File: src/rtl/spi_mem_master.sv
// SPI master sequencer: turns parallel read/write requests into 16-bit frames
// (addr[6:0], rw, data[7:0]) for the lab SPI memory. Macro SPI_MEM_MASTER_VERIFY_EN adds write read-back.
module spi_mem_master #(
   parameter int CLK_DIV    = 4,
   parameter int GAP_HALVES = 2
) (
   input  logic       clk,
   input  logic       reset_n,
   input  logic       req_valid,
   output logic       req_ready,
   input  logic       req_rw,
   input  logic [6:0] req_addr,
   input  logic [7:0] req_wdata,
   output logic       rsp_valid,
   output logic [7:0] rsp_rdata,
   output logic       rsp_err,
   output logic       busy,
   output logic       cs,
   output logic       sck,
   output logic       mosi,
   input  logic       miso
);

   typedef enum logic [2:0] {IDLE, SETUP, SHIFT, HOLD, GAP} state_t;

   localparam logic [7:0]  DIV_LAST = 8'(CLK_DIV - 1);
   localparam logic [15:0] GAP_LAST = 16'(GAP_HALVES - 1);

   state_t      state_reg, state_next;
   logic [7:0]  cnt_reg, cnt_next;
   logic [3:0]  bit_reg, bit_next;
   logic [15:0] gap_reg, gap_next;
   logic [15:0] tx_reg, tx_next;
   logic [7:0]  rx_reg, rx_next;
   logic        rw_reg, rw_next;
   logic        cs_reg, cs_next;
   logic        sck_reg, sck_next;
   logic        rsp_valid_reg, rsp_valid_next;
   logic [7:0]  rsp_rdata_reg, rsp_rdata_next;
   logic        half_end;
   logic [7:0]  cnt_dec;
`ifdef SPI_MEM_MASTER_VERIFY_EN
   logic [6:0]  addr_reg, addr_next;
   logic [7:0]  wdata_reg, wdata_next;
   logic        verify_reg, verify_next;
   logic        err_reg, err_next;
`endif

   always_ff @(posedge clk or negedge reset_n) begin
      if (!reset_n) begin
         state_reg     <= IDLE;
         cnt_reg       <= '0;
         bit_reg       <= '0;
         gap_reg       <= '0;
         tx_reg        <= '0;
         rx_reg        <= '0;
         rw_reg        <= 1'b0;
         cs_reg        <= 1'b1;
         sck_reg       <= 1'b0;
         rsp_valid_reg <= 1'b0;
         rsp_rdata_reg <= '0;
`ifdef SPI_MEM_MASTER_VERIFY_EN
         addr_reg      <= '0;
         wdata_reg     <= '0;
         verify_reg    <= 1'b0;
         err_reg       <= 1'b0;
`endif
      end else begin
         state_reg     <= state_next;
         cnt_reg       <= cnt_next;
         bit_reg       <= bit_next;
         gap_reg       <= gap_next;
         tx_reg        <= tx_next;
         rx_reg        <= rx_next;
         rw_reg        <= rw_next;
         cs_reg        <= cs_next;
         sck_reg       <= sck_next;
         rsp_valid_reg <= rsp_valid_next;
         rsp_rdata_reg <= rsp_rdata_next;
`ifdef SPI_MEM_MASTER_VERIFY_EN
         addr_reg      <= addr_next;
         wdata_reg     <= wdata_next;
         verify_reg    <= verify_next;
         err_reg       <= err_next;
`endif
      end
   end

   always_comb begin
      state_next     = state_reg;
      cnt_next       = cnt_reg;
      bit_next       = bit_reg;
      gap_next       = gap_reg;
      tx_next        = tx_reg;
      rx_next        = rx_reg;
      rw_next        = rw_reg;
      cs_next        = cs_reg;
      sck_next       = sck_reg;
      rsp_valid_next = 1'b0;
      rsp_rdata_next = rsp_rdata_reg;
`ifdef SPI_MEM_MASTER_VERIFY_EN
      addr_next      = addr_reg;
      wdata_next     = wdata_reg;
      verify_next    = verify_reg;
      err_next       = err_reg;
`endif
      half_end = (cnt_reg == 8'd0);
      cnt_dec  = half_end ? DIV_LAST : cnt_reg - 8'd1;

      case (state_reg)
         IDLE: begin
            cnt_next = DIV_LAST;
            if (req_valid) begin
               state_next = SETUP;
               rw_next    = req_rw;
               tx_next    = {req_addr, req_rw, (req_rw ? 8'h00 : req_wdata)};
               cs_next    = 1'b0;
               bit_next   = '0;
               gap_next   = '0;
`ifdef SPI_MEM_MASTER_VERIFY_EN
               addr_next  = req_addr;
               wdata_next = req_wdata;
`endif
            end
         end
         SETUP: begin
            cnt_next = cnt_dec;
            if (half_end) begin
               state_next = SHIFT;
               sck_next   = 1'b1;
            end
         end
         SHIFT: begin
            cnt_next = cnt_dec;
            if (half_end) begin
               if (sck_reg) begin
                  // Falling edge: next bit onto mosi, read data sampled MSB first.
                  sck_next = 1'b0;
                  tx_next  = {tx_reg[14:0], 1'b0};
                  if (rw_reg && bit_reg[3])
                     rx_next = {rx_reg[6:0], miso};
               end else if (bit_reg == 4'd15) begin
                  state_next = HOLD;
               end else begin
                  bit_next = bit_reg + 4'd1;
                  sck_next = 1'b1;
               end
            end
         end
         HOLD: begin
            cnt_next = cnt_dec;
            if (half_end) begin
               state_next = GAP;
               cs_next    = 1'b1;
               gap_next   = '0;
`ifdef SPI_MEM_MASTER_VERIFY_EN
               if (!rw_reg) begin
                  verify_next = 1'b1;
               end else begin
                  rsp_valid_next = 1'b1;
                  rsp_rdata_next = rx_reg;
                  err_next       = verify_reg && (rx_reg != wdata_reg);
                  verify_next    = 1'b0;
               end
`else
               rsp_valid_next = 1'b1;
               if (rw_reg)
                  rsp_rdata_next = rx_reg;
`endif
            end
         end
         GAP: begin
            cnt_next = cnt_dec;
            if (half_end)
               gap_next = gap_reg + 16'd1;
            // Leaving one cycle early lets the IDLE accept cycle complete the cs-high gap.
`ifdef SPI_MEM_MASTER_VERIFY_EN
            if (verify_reg) begin
               if (gap_reg == GAP_LAST && half_end) begin
                  state_next = SETUP;
                  rw_next    = 1'b1;
                  tx_next    = {addr_reg, 1'b1, 8'h00};
                  cs_next    = 1'b0;
                  bit_next   = '0;
                  gap_next   = '0;
                  cnt_next   = DIV_LAST;
               end
            end else if (gap_reg == GAP_LAST && cnt_reg == 8'd1) begin
               state_next = IDLE;
            end
`else
            if (gap_reg == GAP_LAST && cnt_reg == 8'd1)
               state_next = IDLE;
`endif
         end
         default: state_next = IDLE;
      endcase
   end

   assign req_ready = (state_reg == IDLE);
   assign busy      = !req_ready;
   assign cs        = cs_reg;
   assign sck       = sck_reg;
   assign mosi      = tx_reg[15];
   assign rsp_valid = rsp_valid_reg;
   assign rsp_rdata = rsp_rdata_reg;
`ifdef SPI_MEM_MASTER_VERIFY_EN
   assign rsp_err   = err_reg;
`else
   assign rsp_err   = 1'b0;
`endif

endmodule

File: config.mk
export PLATFORM = sky130hd
export DESIGN_NAME = spi_mem_master
export DESIGN_NICKNAME = d
export VERILOG_FILES = /design/src/rtl/spi_mem_master.sv
export SDC_FILE = /design/constraint.sdc
export NUM_CORES = 1
export LEC_CHECK = 0
export ABC_AREA = 1
export CAP_MARGIN = 20
export CORE_MARGIN = 5
export CORE_UTILIZATION = 35
export CTS_BUF_LIST = sky130_fd_sc_hd__clkbuf_16
export CTS_CLUSTER_DIAMETER = 200
export DETAILED_ROUTE_END_ITERATION = 10
export HOLD_SLACK_MARGIN = 0.03
export PLACE_DENSITY = 0.6
export SLEW_MARGIN = 20
export SYNTH_ARGS = -nofsm -noshare
export SYNTH_HDL_FRONTEND = slang
export SYNTH_SLANG_ARGS = --single-unit
File: constraint.sdc
create_clock -name clk -period 3.4 [get_ports clk]
set_input_delay 0.68 -clock clk [delete_from_list [all_inputs] [get_ports clk]]
set_output_delay 0.68 -clock clk [all_outputs]
set_load 0.1 [all_outputs]
==> results.cfg, run 1 <==
[status]
status = finished clean

[layout]
fillers = 1039
layout_commonest_cell = sky130_fd_sc_hd__nand2_1
nets = 520
drive_above_1_share = 0.1480
antenna_cells_inserted = 0
final_cell_mix = sky130_fd_sc_hd__nand2_1, sky130_fd_sc_hd__dfrtp_1, sky130_fd_sc_hd__nor2_1, sky130_fd_sc_hd__inv_1, sky130_fd_sc_hd__o21ai_0
syn2layout_area_growth_pct = 19.35
final_cell_area_um2 = 4322

[synth]
yosys.area_share.xor_xnor = 0.02419
synth_seq_cells = 67
synth-adder-area-share = 0.01728
post_synth_inst_count = 459
synth_sequential_area_ratio = 0.4634
distinct_cell_type_count_of_the_synthesized_netlist = 36
netlist_area_um2 = 3621
synth_simple_gate_area_frac = 0.2761
synth_compound_gate_area_share = 0.1372
avgSynthCellArea_um2 = 7.889
mappedNetlistNets = 484
combinational_family_with_the_most_area_after_synthesis = simple AND/OR/NAND/NOR gates
synth-warning-count = 0
synth_mux_area_frac = 0.003110

[placement]
placement.io_buffers = 33
post-dp-hpwl_um = 5456
gp_routability_congestion = 0.8817
postPlaceCellArea_um2 = 4045

[grt]
global_route_wire_length_before_repair_um = 13340
grt_pass1_vias = 2921
globalRoute.totalOverflow = 0
antenna_found_initial = 0
groute.usage.overall = 0.1290
maximum_number_of_pins_on_one_net_before_global_route_repair = 33

[setup_path]
path_class = reg -> out
crit_path_start_kind = flop
critical_path_depth = 1
critical_path.max_fanout = 2
r2r_cells = 10
end_kind = output pin
critical_path.reg2reg.endpoint = gap_reg[14]
cp_data_required_time_ns = 2.72
cp_data_arrival_time_ns = 1.82
critical-path-top-delay-family = buffers and inverters
critPathMaxStageDelay_ns = 1.14
cp_slowest_cell = sky130_fd_sc_hd__clkdlybuf4s50_1
crit_chain = clkdlybuf4s50_1
critical_path.reg2reg.startpoint = cnt_reg[0]
crit_path_buf_inv_count = 1
ff2ff_setup_slack_ns = 1.31

[clock_network]
post_cts_hold_fix_bufs = 0
clk_transition_reported_paths_ns = 0.06
clock_sink_count = 67
clock_insertion_delay_worst_skew_ns = 0.33
cts.repair_timing.setup_buffer_count = 0
cts_made_buffers = 9
cts_tree = built
clock_tree.buffer_depth = 2
clockRootBuffer = sky130_fd_sc_hd__clkbuf_16
post_cts_resized = 0
cts-htree-levels = 3

[timing]
finalSetupViolCount = 0
rsz0062_at_grt = no
worst_pin_slew_ns = 0.9744
final-max-slew-violation-count = 0
finalHoldViolCount = 0
post-route-min-period_ns = 2.500
finClkSkew_ns = 0.007038
tns_ns = 0
max_freq_mhz = 400.0
post-route-period-util = 0.7353
worst_rel_slew_slack = 0.3484

[detailed_routing]
drt-wirelength-per-cell_um = 11.61
dr.first_iter.drc_count = 119
drt_pass1_iterations = 5
postRouteAntennaNets = 0
finalWirelength_um = 7382
detail_route.drc_violations = 0
vias_per_cell = 4.646
detailroute.via_count = 2955

[power]
total_leakage_power_nw = 1.930
worst_supply_voltage_drop_on_vdd_mv = 0.4742
totalPowerFinal_mw = 3.454
power.density_cell_area_nw_per_um2 = 799.2

[die]
dieHeight_um = 111.7
initial_core_util = 0.3555
io_pins = 35
row_count = 37
die_width_um = 111.7
design.die.area_um2 = 12480
core_area_um2 = 10180

[worst_hold_path]
hold_path_class = in -> async

[run]
max_cap_viol_count = 0
-- how the worst max path moves through the flow --
stage	startpoint	slack [ns]	endpoint
2_1_floorplan	state_reg[1]	0.58	busy
3_3_place_gp	req_valid	1.09	gap_reg[12]
3_5_place_dp	req_valid	1.02	gap_reg[14]
4_1_cts	rsp_rdata[6]	0.87	rsp_rdata[6]
5_1_grt	rsp_rdata[6]	0.84	rsp_rdata[6]
6_report	rsp_rdata[6]	0.90	rsp_rdata[6]
-- cell type report --
class | instances | area, um2 | share of cell area
tap | 136 | 170.2 | 0.03937
timing repair buffer | 37 | 332.8 | 0.07701
clock buffer | 9 | 225.2 | 0.05211
sequential | 67 | 1678 | 0.3882
multi-input combinational | 326 | 1662 | 0.3845
clock inverter | 7 | 51.30 | 0.01187
inverter | 54 | 202.7 | 0.04690
-- synth_stat cells (all sizes together) --
master	number	area share
nand2	125	0.13
dfrtp	66	0.46
nor2	63	0.078
inv	54	0.056
o21ai	51	0.084
nand3	27	0.037
a21oi	13	0.025
buf	9	0.019
a22oi	8	0.017
nand4	8	0.016
xor2	7	0.017
ha	5	0.017
or2	5	0.0086
clkbuf	3	0.0031
nor3	3	0.0041
xnor2	3	0.0073
o22ai	2	0.0035
a21boi	1	0.0021
a31oi	1	0.0017
conb	1	0.0010
dfstp	1	0.0073
mux2	1	0.0031
o211ai	1	0.0021
o21bai	1	0.0021
-- kinds of logic (layout without fill, tap and decap cells) --
group	count (synthesis)	in the layout
AOI/OAI and AO/OA	78	78
other	1	1
xor gates and xnor gates	10	10
adders and majority gates	5	5
DFF	67	67
muxes	1	1
and+or+nand+nor	231	231
buffers and inverters	66	107
-- where the power goes --
part           total [mW]  switching (mW)  internal [mW]  leakage, nW
Combinational        1.47            1.04          0.423        0.920
Clock               0.851           0.354          0.498        0.133
Sequential           1.14           0.143          0.993        0.877
Total                3.45            1.54           1.91         1.93
-- stage by stage --
| step | utilization | setup WS (ns) | cells | hold WS, ns |
|---|---|---|---|---|
| 2_1_floorplan | - | 0.5842 | 459 | 0.3844 |
| 3_3_place_gp | 0.3972 | 1.086 | 620 | 0.4671 |
| 3_5_place_dp | 0.3972 | 1.022 | 620 | 0.4739 |
| 4_1_cts | 0.4243 | 0.8742 | 636 | 0.3148 |
| 5_1_grt | 0.4243 | 0.8360 | 636 | 0.3347 |
| 6_report | 0.4243 | 0.8998 | 636 | 0.2992 |
-- metal layers --
metal	GRT usage	vias to the layer above	part of all wire
met3	0.04130	2	0.035
met4	0.03812	0	0.0041
met2	0.2066	36	0.49
met1	0.1675	1374	0.47
met5	0	-	0
li1	-	1543	-
(Power assumes the default switching activity.)
==> inputs of run 2 (changes only) <==
==> constraint.sdc (replaced) <==
create_clock -name clk -period 2.6 [get_ports clk]
set_input_delay 0.52 -clock clk [delete_from_list [all_inputs] [get_ports clk]]
set_output_delay 0.52 -clock clk [all_outputs]
set_load 0.1 [all_outputs]
==> run 2 against run 1 <==
Sequential power increased by 31%. Count of clock-buffer cells in the layout unchanged. Hold slack got worse by 0.074 ns. First-iteration DRC count increased by 53%. Largest cell class unchanged. Non-clock buffer count increased by 2. Sequential share of layout area decreased by 0.44 points. Cell count increased by 0.31%. Final area increased by 1.2%. Utilization increased by 0.49 points.
==> results.cfg, run 2 (synthesis results as in run 1) <==
[status]
status = finished clean

[setup_path]
critPathMaxStageDelay_ns = 0.43
crit_chain = inv_2, nand2_2, nor2_4, buf_4
path_class = reg -> out
cp_slowest_cell = sky130_fd_sc_hd__dfrtp_1
end_kind = output pin
crit_path_start_kind = flop
cp_data_arrival_time_ns = 1.40
cp_data_required_time_ns = 2.08
critical_path.max_fanout = 5

[timing]
tns_ns = 0
max_freq_mhz = 520.6
worst_rel_slew_slack = 0.5553
finalHoldViolCount = 0
rsz0062_at_grt = no
final-max-slew-violation-count = 0
finalSetupViolCount = 0
post-route-min-period_ns = 1.921
post-route-period-util = 0.7388
finClkSkew_ns = 0.007994
worst_pin_slew_ns = 0.6671

[grt]
globalRoute.totalOverflow = 0
groute.usage.overall = 0.1330
antenna_found_initial = 0
maximum_number_of_pins_on_one_net_before_global_route_repair = 33
global_route_wire_length_before_repair_um = 13940
grt_pass1_vias = 3026

[detailed_routing]
detail_route.drc_violations = 0
drt_pass1_iterations = 4
drt-wirelength-per-cell_um = 11.79
detailroute.via_count = 2960
postRouteAntennaNets = 0
vias_per_cell = 4.639
dr.first_iter.drc_count = 182
finalWirelength_um = 7525

[die]
dieHeight_um = 111.7
initial_core_util = 0.3555
row_count = 37
design.die.area_um2 = 12480
core_area_um2 = 10180
die_width_um = 111.7
io_pins = 35

[clock_network]
clock_sink_count = 67
clockRootBuffer = sky130_fd_sc_hd__clkbuf_16
cts-htree-levels = 3
clock_insertion_delay_worst_skew_ns = 0.33
cts_tree = built
post_cts_hold_fix_bufs = 0
clock_tree.buffer_depth = 2
cts_made_buffers = 9
clk_transition_reported_paths_ns = 0.06
cts.repair_timing.setup_buffer_count = 0
post_cts_resized = 0

[worst_hold_path]
hold_path_class = in -> async

[placement]
gp_routability_congestion = 0.8355
post-dp-hpwl_um = 5472
place_inst = 622
placement.io_buffers = 33

[layout]
final_core_util = 0.4292
final_cell_mix = sky130_fd_sc_hd__nand2_1, sky130_fd_sc_hd__dfrtp_1, sky130_fd_sc_hd__nor2_1, sky130_fd_sc_hd__inv_1, sky130_fd_sc_hd__o21ai_0
syn2layout_area_growth_pct = 20.73
final-instance-count-excl-fill = 638
fillers = 1054
antenna_cells_inserted = 0
nets = 522
layout_commonest_cell = sky130_fd_sc_hd__nand2_1
drive_above_1_share = 0.1614

[power]
total_leakage_power_nw = 1.971
worst_supply_voltage_drop_on_vdd_mv = 0.6588
totalPowerFinal_mw = 4.668
power.density_cell_area_nw_per_um2 = 1068

[run]
max_cap_viol_count = 0
==> run 2: path summary, 6_finish.rpt <==
path | start | to | slack [ns] | cells after the start
max | state_reg[0] | req_ready | 0.68 | 4
min | reset_n | gap_reg[3] | 0.23 | 1
max reg2reg | cnt_reg[0] | tx_reg[12] | 0.73 | 8
min reg2reg | rsp_rdata[5] | rsp_rdata[5] | 0.49 | 2
max in group asynchronous | reset_n | rx_reg[0] | 1.74 | 2
min in group clk | rsp_rdata[5] | rsp_rdata[5] | 0.49 | 2
==> run 2: per-stage QoR <==
step	setup WS [ns]	cell area [um2]	hold WS [ns]
finish	0.6790	4372	0.2254
global route	0.5441	4372	0.2830
CTS	0.6674	4372	0.2388
detailed placement	0.6301	4065	0.4738
global placement	0.6941	4065	0.4714
floorplan	0.4113	3626	0.2244
==> run 2: per-layer routing <==
layer | routed length, um | part of all wire | GRT usage | up-vias
met5 | 0 | 0 | 0 | -
met4 | 92 | 0.012 | 0.04866 | 0
met3 | 265 | 0.035 | 0.03478 | 8
met2 | 3544 | 0.47 | 0.2122 | 39
met1 | 3622 | 0.48 | 0.1741 | 1365
li1 | - | - | - | 1548
==> run 2: power by group <==
part	internal, mW	switching [mW]	total [mW]	leakage, nW
Sequential	1.30	0.194	1.49	0.877
Combinational	0.570	1.36	1.93	0.947
Clock	0.757	0.490	1.25	0.147
Total	2.63	2.04	4.67	1.97
==> run 2: layout make-up <==
class / instances / area, um2 / share of cell area
repair buffers: 39 / 347.8 / 0.07957
multi-input cells: 326 / 1667 / 0.3812
flip-flops and latches: 67 / 1678 / 0.3838
clock inverters: 7 / 81.33 / 0.01860
inverters: 54 / 202.7 / 0.04637
well taps: 136 / 170.2 / 0.03892
clock buffers: 9 / 225.2 / 0.05152
==> run 2: critical path, delay by kind of cell, from the launching register on <==
kind / cells / cell delay (ns)
buffers and inverters: 2 / 0.40
flip-flops: 1 / 0.43
AND/OR/NAND/NOR: 2 / 0.25
